===== config.mk =====
export PLATFORM = sky130hd
export DESIGN_NAME = srv_line_fill_resp_flat
export DESIGN_NICKNAME = d
export VERILOG_FILES = /design/src/rtl/srv_mem_pkg.sv /design/src/rtl/srv_line_fill_resp_if.sv /design/src/rtl/srv_line_buf.sv /design/src/rtl/srv_line_fill_resp.sv /design/src/flat_wrapper.sv
export SDC_FILE = /design/constraint.sdc
export NUM_CORES = 1
export LEC_CHECK = 0
export ABC_AREA = 1
export BUFFER_PORTS_ARGS = -buffer_cell sky130_fd_sc_hd__buf_2
export CAP_MARGIN = 20
export CORE_AREA = 5 5 178 180
export DETAILED_ROUTE_END_ITERATION = 16
export DIE_AREA = 0 0 183 185
export PLACE_DENSITY_LB_ADDON = 0.2
export SYNTH_ARGS = -nofsm -noshare
export SYNTH_HDL_FRONTEND = slang
export SYNTH_HIERARCHICAL = 1
export SYNTH_SLANG_ARGS = --single-unit

===== constraint.sdc =====
create_clock -name clk -period 1.81 [get_ports clk]
set_clock_uncertainty 0.2 [all_clocks]
set_input_delay 0.181 -clock clk [delete_from_list [all_inputs] [get_ports clk]]
set_output_delay 0.181 -clock clk [all_outputs]
set_load 0.02 [all_outputs]

===== src/rtl/srv_mem_pkg.sv =====
// Shared types and constants for the line-fill responder.
// Prefetch states exist only when SRV_LINE_FILL_PREFETCH_EN is defined.
package srv_mem_pkg;

    localparam int LINE_WORDS = 4;
    localparam int LINE_BITS  = 128;
    localparam int OFFS_W     = 4;
    localparam int BASE_W     = 32 - OFFS_W;

    typedef enum logic [2:0] {
        ST_IDLE    = 3'd0,
        ST_WAIT    = 3'd1,
        ST_FILL    = 3'd2,
        ST_RESP    = 3'd3,
        ST_DONE    = 3'd4
`ifdef SRV_LINE_FILL_PREFETCH_EN
        ,
        ST_PF_WAIT = 3'd5,
        ST_PF_FILL = 3'd6
`endif
    } state_e;

endpackage


===== src/rtl/srv_line_fill_resp_if.sv =====
// Line-fill request/response bundle between the I-cache and the responder.
interface srv_line_fill_resp_if;
    import srv_mem_pkg::*;

    logic                 ext_req_i;
    logic [31:0]          ext_addr_i;
    logic                 ext_rsp_o;
    logic [LINE_BITS-1:0] ext_data_o;

    modport master (
        output ext_req_i,
        output ext_addr_i,
        input  ext_rsp_o,
        input  ext_data_o
    );

    modport slave (
        input  ext_req_i,
        input  ext_addr_i,
        output ext_rsp_o,
        output ext_data_o
    );

endinterface


===== src/rtl/srv_line_buf.sv =====
// 4x32 line assembler: writes one word slot per cycle or loads a whole line.
module srv_line_buf
    import srv_mem_pkg::*;
(
    input  logic                 clk,
    input  logic                 rst,
    input  logic                 we_i,
    input  logic [1:0]           idx_i,
    input  logic [31:0]          wdata_i,
    input  logic                 ld_i,
    input  logic [LINE_BITS-1:0] ld_line_i,
    output logic [LINE_BITS-1:0] line_o
);

    logic [LINE_BITS-1:0] line_q, line_d;

    always_comb begin
        line_d = line_q;
        if (ld_i)
            line_d = ld_line_i;
        else if (we_i)
            line_d[{idx_i, 5'd0} +: 32] = wdata_i;
    end

    always_ff @(posedge clk) begin
        if (rst)
            line_q <= '0;
        else
            line_q <= line_d;
    end

    assign line_o = line_q;

endmodule


===== src/rtl/srv_line_fill_resp.sv =====
// Line-fill responder: reads four ROM words per request after WAIT_CYCLES idle cycles.
// SRV_LINE_FILL_PREFETCH_EN adds a single next-line prefetch buffer.
module srv_line_fill_resp
    import srv_mem_pkg::*;
#(
    parameter int WAIT_CYCLES = 0,
    parameter int WCNT_W      = 8
) (
    input  logic                 clk,
    input  logic                 rst,
    srv_line_fill_resp_if.slave  ext,
    output logic [31:0]          rom_addr_o,
    input  logic [31:0]          rom_data_i
);

    localparam bit HAS_WAIT = (WAIT_CYCLES > 0);
    localparam logic [WCNT_W-1:0] WLAST = WCNT_W'(WAIT_CYCLES - 1);

    state_e              state_q, state_d;
    logic [BASE_W-1:0]   base_q, base_d;
    logic [1:0]          k_q, k_d;
    logic [WCNT_W-1:0]   wcnt_q, wcnt_d;
    logic                rsp_q, rsp_d;
    logic [31:0]         rom_addr_q, rom_addr_d;
    logic                buf_we, buf_ld, accept;
    logic [LINE_BITS-1:0] ld_line, line;

`ifdef SRV_LINE_FILL_PREFETCH_EN
    logic [BASE_W-1:0]   pf_tag_q, pf_tag_d;
    logic                pf_vld_q, pf_vld_d;
    logic                pf_pend_q, pf_pend_d;
    logic                pf_we;
    logic [LINE_BITS-1:0] pf_line;
`endif

    always_comb begin
        state_d    = state_q;
        base_d     = base_q;
        k_d        = k_q;
        wcnt_d     = wcnt_q;
        rsp_d      = 1'b0;
        rom_addr_d = rom_addr_q;
        buf_we     = 1'b0;
        buf_ld     = 1'b0;
        accept     = 1'b0;
`ifdef SRV_LINE_FILL_PREFETCH_EN
        pf_tag_d   = pf_tag_q;
        pf_vld_d   = pf_vld_q;
        pf_pend_d  = pf_pend_q;
        pf_we      = 1'b0;
`endif
        unique case (state_q)
            ST_IDLE: begin
`ifdef SRV_LINE_FILL_PREFETCH_EN
                if (ext.ext_req_i) begin
                    if (pf_vld_q && pf_tag_q == ext.ext_addr_i[31:OFFS_W]) begin
                        base_d  = ext.ext_addr_i[31:OFFS_W];
                        buf_ld  = 1'b1;
                        rsp_d   = 1'b1;
                        state_d = ST_RESP;
                    end else begin
                        accept   = 1'b1;
                        pf_vld_d = 1'b0;
                    end
                end else if (pf_pend_q) begin
                    // Speculatively fetch the line after the last one served.
                    pf_pend_d = 1'b0;
                    pf_vld_d  = 1'b0;
                    pf_tag_d  = base_q + BASE_W'(1);
                    k_d       = 2'd0;
                    wcnt_d    = '0;
                    if (HAS_WAIT) begin
                        state_d = ST_PF_WAIT;
                    end else begin
                        state_d    = ST_PF_FILL;
                        rom_addr_d = {base_q + BASE_W'(1), 2'd0};
                    end
                end
`else
                accept = ext.ext_req_i;
`endif
            end
            ST_WAIT: begin
                if (wcnt_q == WLAST) begin
                    state_d    = ST_FILL;
                    rom_addr_d = {base_q, 2'd0};
                end else begin
                    wcnt_d = wcnt_q + WCNT_W'(1);
                end
            end
            ST_FILL: begin
                buf_we = 1'b1;
                k_d    = k_q + 2'd1;
                if (k_q == 2'd3) begin
                    state_d = ST_RESP;
                    rsp_d   = 1'b1;
                end else begin
                    rom_addr_d = {base_q, k_q + 2'd1};
                end
            end
            ST_RESP: state_d = ST_DONE;
            ST_DONE: begin
                // A request still high here belongs to the line just served.
                if (!ext.ext_req_i) begin
                    state_d = ST_IDLE;
`ifdef SRV_LINE_FILL_PREFETCH_EN
                    pf_pend_d = 1'b1;
`endif
                end
            end
`ifdef SRV_LINE_FILL_PREFETCH_EN
            ST_PF_WAIT: begin
                if (ext.ext_req_i) begin
                    accept   = 1'b1;
                    pf_vld_d = 1'b0;
                end else if (wcnt_q == WLAST) begin
                    state_d    = ST_PF_FILL;
                    rom_addr_d = {pf_tag_q, 2'd0};
                end else begin
                    wcnt_d = wcnt_q + WCNT_W'(1);
                end
            end
            ST_PF_FILL: begin
                if (ext.ext_req_i) begin
                    accept   = 1'b1;
                    pf_vld_d = 1'b0;
                end else begin
                    pf_we = 1'b1;
                    k_d   = k_q + 2'd1;
                    if (k_q == 2'd3) begin
                        pf_vld_d = 1'b1;
                        state_d  = ST_IDLE;
                    end else begin
                        rom_addr_d = {pf_tag_q, k_q + 2'd1};
                    end
                end
            end
`endif
            default: state_d = ST_IDLE;
        endcase

        if (accept) begin
            base_d = ext.ext_addr_i[31:OFFS_W];
            k_d    = 2'd0;
            wcnt_d = '0;
            if (HAS_WAIT) begin
                state_d = ST_WAIT;
            end else begin
                state_d    = ST_FILL;
                rom_addr_d = {ext.ext_addr_i[31:OFFS_W], 2'd0};
            end
        end
    end

    always_ff @(posedge clk) begin
        if (rst) begin
            state_q    <= ST_IDLE;
            base_q     <= '0;
            k_q        <= '0;
            wcnt_q     <= '0;
            rsp_q      <= 1'b0;
            rom_addr_q <= '0;
`ifdef SRV_LINE_FILL_PREFETCH_EN
            pf_tag_q   <= '0;
            pf_vld_q   <= 1'b0;
            pf_pend_q  <= 1'b0;
`endif
        end else begin
            state_q    <= state_d;
            base_q     <= base_d;
            k_q        <= k_d;
            wcnt_q     <= wcnt_d;
            rsp_q      <= rsp_d;
            rom_addr_q <= rom_addr_d;
`ifdef SRV_LINE_FILL_PREFETCH_EN
            pf_tag_q   <= pf_tag_d;
            pf_vld_q   <= pf_vld_d;
            pf_pend_q  <= pf_pend_d;
`endif
        end
    end

`ifdef SRV_LINE_FILL_PREFETCH_EN
    srv_line_buf u_pf_buf (
        .clk       (clk),
        .rst       (rst),
        .we_i      (pf_we),
        .idx_i     (k_q),
        .wdata_i   (rom_data_i),
        .ld_i      (1'b0),
        .ld_line_i ('0),
        .line_o    (pf_line)
    );
    assign ld_line = pf_line;
`else
    assign ld_line = '0;
`endif

    srv_line_buf u_ext_buf (
        .clk       (clk),
        .rst       (rst),
        .we_i      (buf_we),
        .idx_i     (k_q),
        .wdata_i   (rom_data_i),
        .ld_i      (buf_ld),
        .ld_line_i (ld_line),
        .line_o    (line)
    );

    assign ext.ext_rsp_o  = rsp_q;
    assign ext.ext_data_o = line;
    assign rom_addr_o     = rom_addr_q;

endmodule


===== src/flat_wrapper.sv =====
// flat-port wrapper written by rule: the top's interface ports become plain ports
module srv_line_fill_resp_flat import srv_mem_pkg::*;
#(
    parameter int WAIT_CYCLES = 0,
    parameter int WCNT_W      = 8
)
  (clk, rst, rom_addr_o, rom_data_i, ext_ext_req_i, ext_ext_addr_i, ext_ext_rsp_o, ext_ext_data_o);
  srv_line_fill_resp_if ext_i ();
  input  logic clk;
  input  logic rst;
  output logic [31:0] rom_addr_o;
  input  logic [31:0] rom_data_i;
  input wire logic [$bits(ext_i.ext_req_i)-1:0] ext_ext_req_i;
  input wire logic [$bits(ext_i.ext_addr_i)-1:0] ext_ext_addr_i;
  output wire logic [$bits(ext_i.ext_rsp_o)-1:0] ext_ext_rsp_o;
  output wire logic [$bits(ext_i.ext_data_o)-1:0] ext_ext_data_o;
  assign ext_i.ext_req_i = ext_ext_req_i;
  assign ext_i.ext_addr_i = ext_ext_addr_i;
  assign ext_ext_rsp_o = ext_i.ext_rsp_o;
  assign ext_ext_data_o = ext_i.ext_data_o;
  srv_line_fill_resp #(.WAIT_CYCLES(WAIT_CYCLES), .WCNT_W(WCNT_W)) u_core (.clk(clk), .rst(rst), .ext(ext_i), .rom_addr_o(rom_addr_o), .rom_data_i(rom_data_i));
endmodule

* Word-level counts from Yosys, hierarchy flattened
Index checks and enable logic that the tools add are counted.
Storage, ports and cells: output and inout port bits 161, logic and storage cells 55, bits in registers 202, bits in latches 0, bits in read-only memories 0, memories 0, bits in writable memories 0, bits of input ports 67
Cells by class: add/sub/neg operators 3, magnitude comparators 0, eq/ne operators 15, mux-type cells 13, reductions and logical operators 10, shifts and indexed selects 2, div/mod/pow operators 0, $mul 0, bitwise operators 3
Operators by type and width (number):
- $bwmux 128 | 1
- $shift 32x9->128 const A | 1
- $shiftx 32x9->128 | 1
- $mux 32 | 2
- $pmux 32 s2 | 1
- $mux 30 | 1
- $pmux 3 s5 | 1
- $mux 3 | 3
- $neg 7->9 | 1
- $add 8x1->8 const B | 1
- $eq 8x8->1 const B | 1
- $reduce_and 4->1 | 2
- $eq 3x2->1 const B | 2
- $ne 2x1->1 const B | 3
- $ne 3x1->1 const B | 2
- $ne 3x2->1 const B | 2
- $reduce_and 3->1 | 2
- $ne 2x2->1 const B | 2
- $reduce_or 2->1 | 2
- $eq 3x1->1 const B | 1
- $eq 3x3->1 const B | 1
- $logic_not 3->1 | 1
- $mux 1 | 3
- $not 1->1 | 3
- 6 further kinds | 6

* Longest topological paths before layout
depth after elaboration 4, mapped depth 11, mapped depth without buffers 9

* Hierarchy
Netlist, hierarchy kept.
Modules (own cells, without submodules):
- srv_line_buf | seq. area each 2562.5 um^2, area each 7186.9 um^2, cells an instance 1231, times used 1
- srv_line_fill_resp | seq. area each 1441.4 um^2, area each 3061.7 um^2, cells an instance 454, times used 1

* Least setup slack after synthesis
OpenSTA, ideal clock, no wires.
kind register -> register, from register u_core.k_q[0], to register u_core.u_ext_buf.line_q[123] (netlist: u_core/u_ext_buf/line_o[123]), cell stages (with the launch flop) 10, required time 1.545 ns, path buffers 2, setup time 0.065 ns, arrival 1.633 ns, path slack -0.088 ns, period minus slack after synthesis 1.898 ns, cell sequence dfxtp_1 -> buf_2 -> inv_2 -> ha_1 -> nor2_2 -> nand3_1 -> buf_2 -> nor2_1 -> nor2_1 -> nor2_1
On the way: longest elaborated chain between the ends 3, elaborated cells on any way between the ends 4, those cells by class add/sub: 1; shift: 2; mux: 1
Ends and longest elaborated chain:
- start, declared | RTL line srv_line_fill_resp.sv:21 | logic [1:0] k_q, k_d;
- start signal, assigned | RTL line srv_line_fill_resp.sv:171 | k_q <= k_d;
- $neg 7->9 (*) | RTL line srv_line_buf.sv:22 | line_d[{idx_i, 5'd0} +: 32] = wdata_i;
- $shiftx 32x9->128 / $shift 32x9->128 (equally long branches) | RTL line srv_line_buf.sv:22
- $bwmux 128 (*) | RTL line srv_line_buf.sv:22
- end signal, assigned | RTL line srv_line_buf.sv:29 | line_q <= line_d;
- end, declared | RTL line srv_line_buf.sv:15 | logic [LINE_BITS-1:0] line_q, line_d;
Every way passes the cells marked *; elsewhere a longest branch is shown, timed or not. A chain may end at the register's enable or synchronous reset.

* Final worst setup path
from register u_core.wcnt_q[0], to register u_core.rom_addr_q[10] (netlist: u_core/rom_addr_o[10])
On the way: longest elaborated chain between the ends 3
Ends and longest elaborated chain:
- start, declared | RTL line srv_line_fill_resp.sv:22 | logic [WCNT_W-1:0] wcnt_q, wcnt_d;
- start signal, assigned | RTL line srv_line_fill_resp.sv:172 | wcnt_q <= wcnt_d;
- $eq 8x8->1 | RTL line srv_line_fill_resp.sv:84 | if (wcnt_q == WLAST) begin
- $ne 3x1->1 (no line)
- $reduce_and 3->1 (no line)
- end signal, assigned | RTL line srv_line_fill_resp.sv:174 | rom_addr_q <= rom_addr_d;
- end, declared | RTL line srv_line_fill_resp.sv:24 | logic [31:0] rom_addr_q, rom_addr_d;
Every way passes these cells.

==> results.md <==
* Gr ovfl total at 0
* CTS root buf: clkbuf_16
* Compound-cell area share of the yosys netlist at 3.907%
* P_leak at 7.073 nW
* ANT cells at 0
* Clock transition at path regs at 0.08 ns
* Post-synthesis mux area share at 0%
* Post-Synth Simple-Gate Area at 44.70%
* Crit-path most repeated cell: nand2_1
* Fill count at 3174
* R2r setup slk at 0.05 ns
* Tot GR Track Use at 19.69%
* Worst R2R End: u_core/rom_addr_o[10]
* FP Rows at 64
* Routed met2 length at 15.43 mm
* Outcome: finished, final reports clean
* Worst-Skew Late Latency at 0.44 ns
* Main combinational cell family by area after synthesis: simple AND/OR/NAND/NOR gates
* Setup violations, final at 0
* HP Class: in2reg
* Family with the most delay on the worst path: simple AND/OR/NAND/NOR gates
* Number of CTS-inserted buffers at 17
* DRC at 0
* Worst Hold Launch: rom_data_i[15]
* Routed len/inst at 13.91 um
* Iteration-0 DRC Markers at 696
* CTS Buffer Depth at 2
* Post-synth EDFFs at 0
* Share of layout cells above drive strength 1 at 17.70%
* Final HPWL DP at 23.23 mm
* Synth unique cells at 25
* Initial Util at 34.13%
* Max incr delay on CP at 0.37 ns
* RSZ-0062 raised after global routing: true
* Yosys reg bits at 200
* Syn avg cell area at 6.082 sq um
* Ys async rst share at 0%
* Synth Area in Adders at 0.8546%
* Clock Sinks at 200
* Final #Nets at 2151
* Tmin final at 1.763 ns
* Area grow syn2layout at 35.00%
* Arrival @ worst endpoint at 1.94 ns
* Via-per-instance ratio at 4.393
* Hold path cells at 7
* Mapped Area at 10250 sq um
* I/O pin cnt at 228
* Antenna violations before repair at 0
* Multi-input logic area at 5710 sq um
* Slowest cell on the critical path: dfxtp_2
* Die H at 185 um
* Register area at 4010 sq um
* Port bufs at 221
* First-pass GRT wire length at 53.83 mm
* Max VDD drop at 0.5962 mV
* Vias in the first global route at 10110
* Final wirelength at 34.59 mm
* CTS tree: done
* Die area at 33860 sq um
* H-tree depth at 4
* Hold WS at 0.02770 ns
* Worst Slack Setup Final at 0.04682 ns
* Vias after detailed routing at 10920
* Design area at 13840 sq um
* Post-Syn Instances at 1685
* Max-slew violations at 0
* Crit-path cells: ha_4 > inv_2 > nor2_4 > nand2_2 > nand2_4 > nand3_4 > clkbuf_16 > nand2_1 > nand2_1 > nor2_1
* CP Max Fanout at 14
* Max Clk Rate at 567.2 MHz
* WP data required at 1.98 ns
* Met3 routed WL at 2.365 mm
* Drt pass-1 iters at 5
* Met1 wire length at 16.11 mm
* Worst r2r path cells at 10
* Crit end category: flip-flop
* Register area share after synthesis at 39.07%
* DP Worst Slack at 0.01187 ns
* # Max-Cap Violations at 0
* Top_reg_cell synth: dfxtp_1
* Critical Path Start Type: flip-flop
* Largest net degree at the start of global routing at 136
* Hold path endpoint: u_core/u_ext_buf/line_o[15]
* Ys Warns at 6
* Reg-to-reg critical path startpoint: u_core/wcnt_q[0]
* Post-DP Area at 12380 sq um
* Top routing layer used: met4
* Power per Cell Area at 821.1 nW/um^2
* Remaining antenna violation count at 0
* GPL Wtd Cong at 0.8577
* CP Buf/Inv Count at 2
* Period utilization at 97.41%
* Crit Path Category: reg2reg
* Die width at 183 um
* Final core utilization at 46.08%
* Post-Synth XOR/XNOR Area at 0.1709%
* Placeable Area at 30030 sq um
* Final Hold Viols at 0
[metrics by stage]
step                      setup TNS, ns  cells  power, mW
after floorplan                       0   1815      6.510
after global placement                0   2388      7.185
after detailed placement              0   2388      7.211
after CTS                             0   2479      11.34
after global routing            -0.7274   2486      12.04
final                                 0   2486      11.36
[state kept, by name, indices dropped and copies added, names as in the netlist]
register and count:
u_core/u_ext_buf/line_o 128, u_core/rom_addr_o 30, u_core/base_q 28, u_core/wcnt_q 8
u_core/state_q 3, u_core/k_q 2, u_core/ext.ext_rsp_o 1
[worst max path at each step]
stage,slack (ns),endpoint,cells past startpoint,startpoint
floorplan,0.009,u_core/u_ext_buf/line_o[10],9,u_core/k_q[0]
global placement,0.02,u_core/u_ext_buf/line_o[56],8,u_core/k_q[0]
detailed placement,0.01,u_core/u_ext_buf/line_o[56],8,u_core/k_q[0]
CTS,0.002,u_core/u_ext_buf/line_o[17],8,u_core/k_q[1]
global route,-0.03,u_core/rom_addr_o[10],10,u_core/wcnt_q[0]
finish,0.05,u_core/rom_addr_o[10],10,u_core/wcnt_q[0]
[cells in the mapped netlist, drive strengths merged, types with 2 or more instances]
library cell | n | area share (%)
nand3 | 180 | 8.9
a21oi | 77 | 3.8
inv | 153 | 5.6
nor2 | 387 | 14
nand4 | 2 | 0.27
ha | 7 | 0.85
buf | 81 | 4.8
nand2 | 567 | 21
xor2 | 2 | 0.17
clkbuf | 23 | 0.84
dfxtp | 200 | 39
o21ai | 3 | 0.15
[area by class of cell]
cell class | count | share of cell area (%)
multi-input combinational | 1358 | 41.27
sequential | 200 | 28.98
timing repair buffer | 347 | 17.58
inverter | 153 | 4.214
tap | 396 | 3.581
clock buffer | 17 | 3.075
clock inverter | 15 | 1.293
[where the power goes]
part	leakage, nW	switching, mW	total [mW]	internal (mW)
clock network	0.296	1.89	3.99	2.10
logic	5.13	1.59	2.51	0.918
registers	1.65	0.156	4.86	4.70
total	7.07	3.64	11.4	7.72
[what timing repair did]
item                                   CTS  global route
setup buffers                            0             3
cloned                                   0             4
hold buffers                            59             0
setup endpoints to repair                1           152
endpoints found under the hold margin  101             0
pin swaps                                0             7
resized for setup                        1            39
[cells in the final DEF (no fill, tap or decap), types with 2 or more instances in the layout]
cell type / n
conb_1: 131
nand2_1: 546
nand3_1: 175
o21ai_0: 3
nand2_4: 3
bufinv_16: 2
buf_4: 48
clkinv_4: 3
dlygate4sd3_1: 59
inv_6: 4
clkbuf_16: 20
nor2_2: 5
inv_1: 146
buf_12: 13
ha_1: 3
inv_4: 2
dfxtp_1: 197
dfxtp_2: 2
buf_6: 4
nor2_4: 4
nand3_4: 2
inv_8: 4
nand3_2: 3
ha_4: 3
xor2_1: 2
nand2_2: 18
inv_2: 4
a21oi_1: 77
buf_2: 220
nor2_1: 378
clkinvlp_4: 2
[layer usage]
layer	up-vias	global-route usage (%)
met1	4841	27.41
met2	276	30.93
li1	5767	-
met3	38	4.419
met5	-	0
met4	0	5.274
[worst register-to-register path: stages, from the launching register on]
cell	delay (ns)
dfxtp_2	0.37
ha_4	0.15
inv_2	0.04
nor2_4	0.12
nand2_2	0.08
nand2_4	0.11
nand3_4	0.17
clkbuf_16	0.24
nand2_1	0.07
nand2_1	0.05
nor2_1	0.10
[cells by family after synthesis]
logic type,after synthesis
and+or+nand+nor,1138
buffers and inverters,257
adders and majority gates,7
other,1
xor gates and xnor gates,2
DFF,200
AOI/OAI and AO/OA,80
Power figures use the tool's default switching activity.
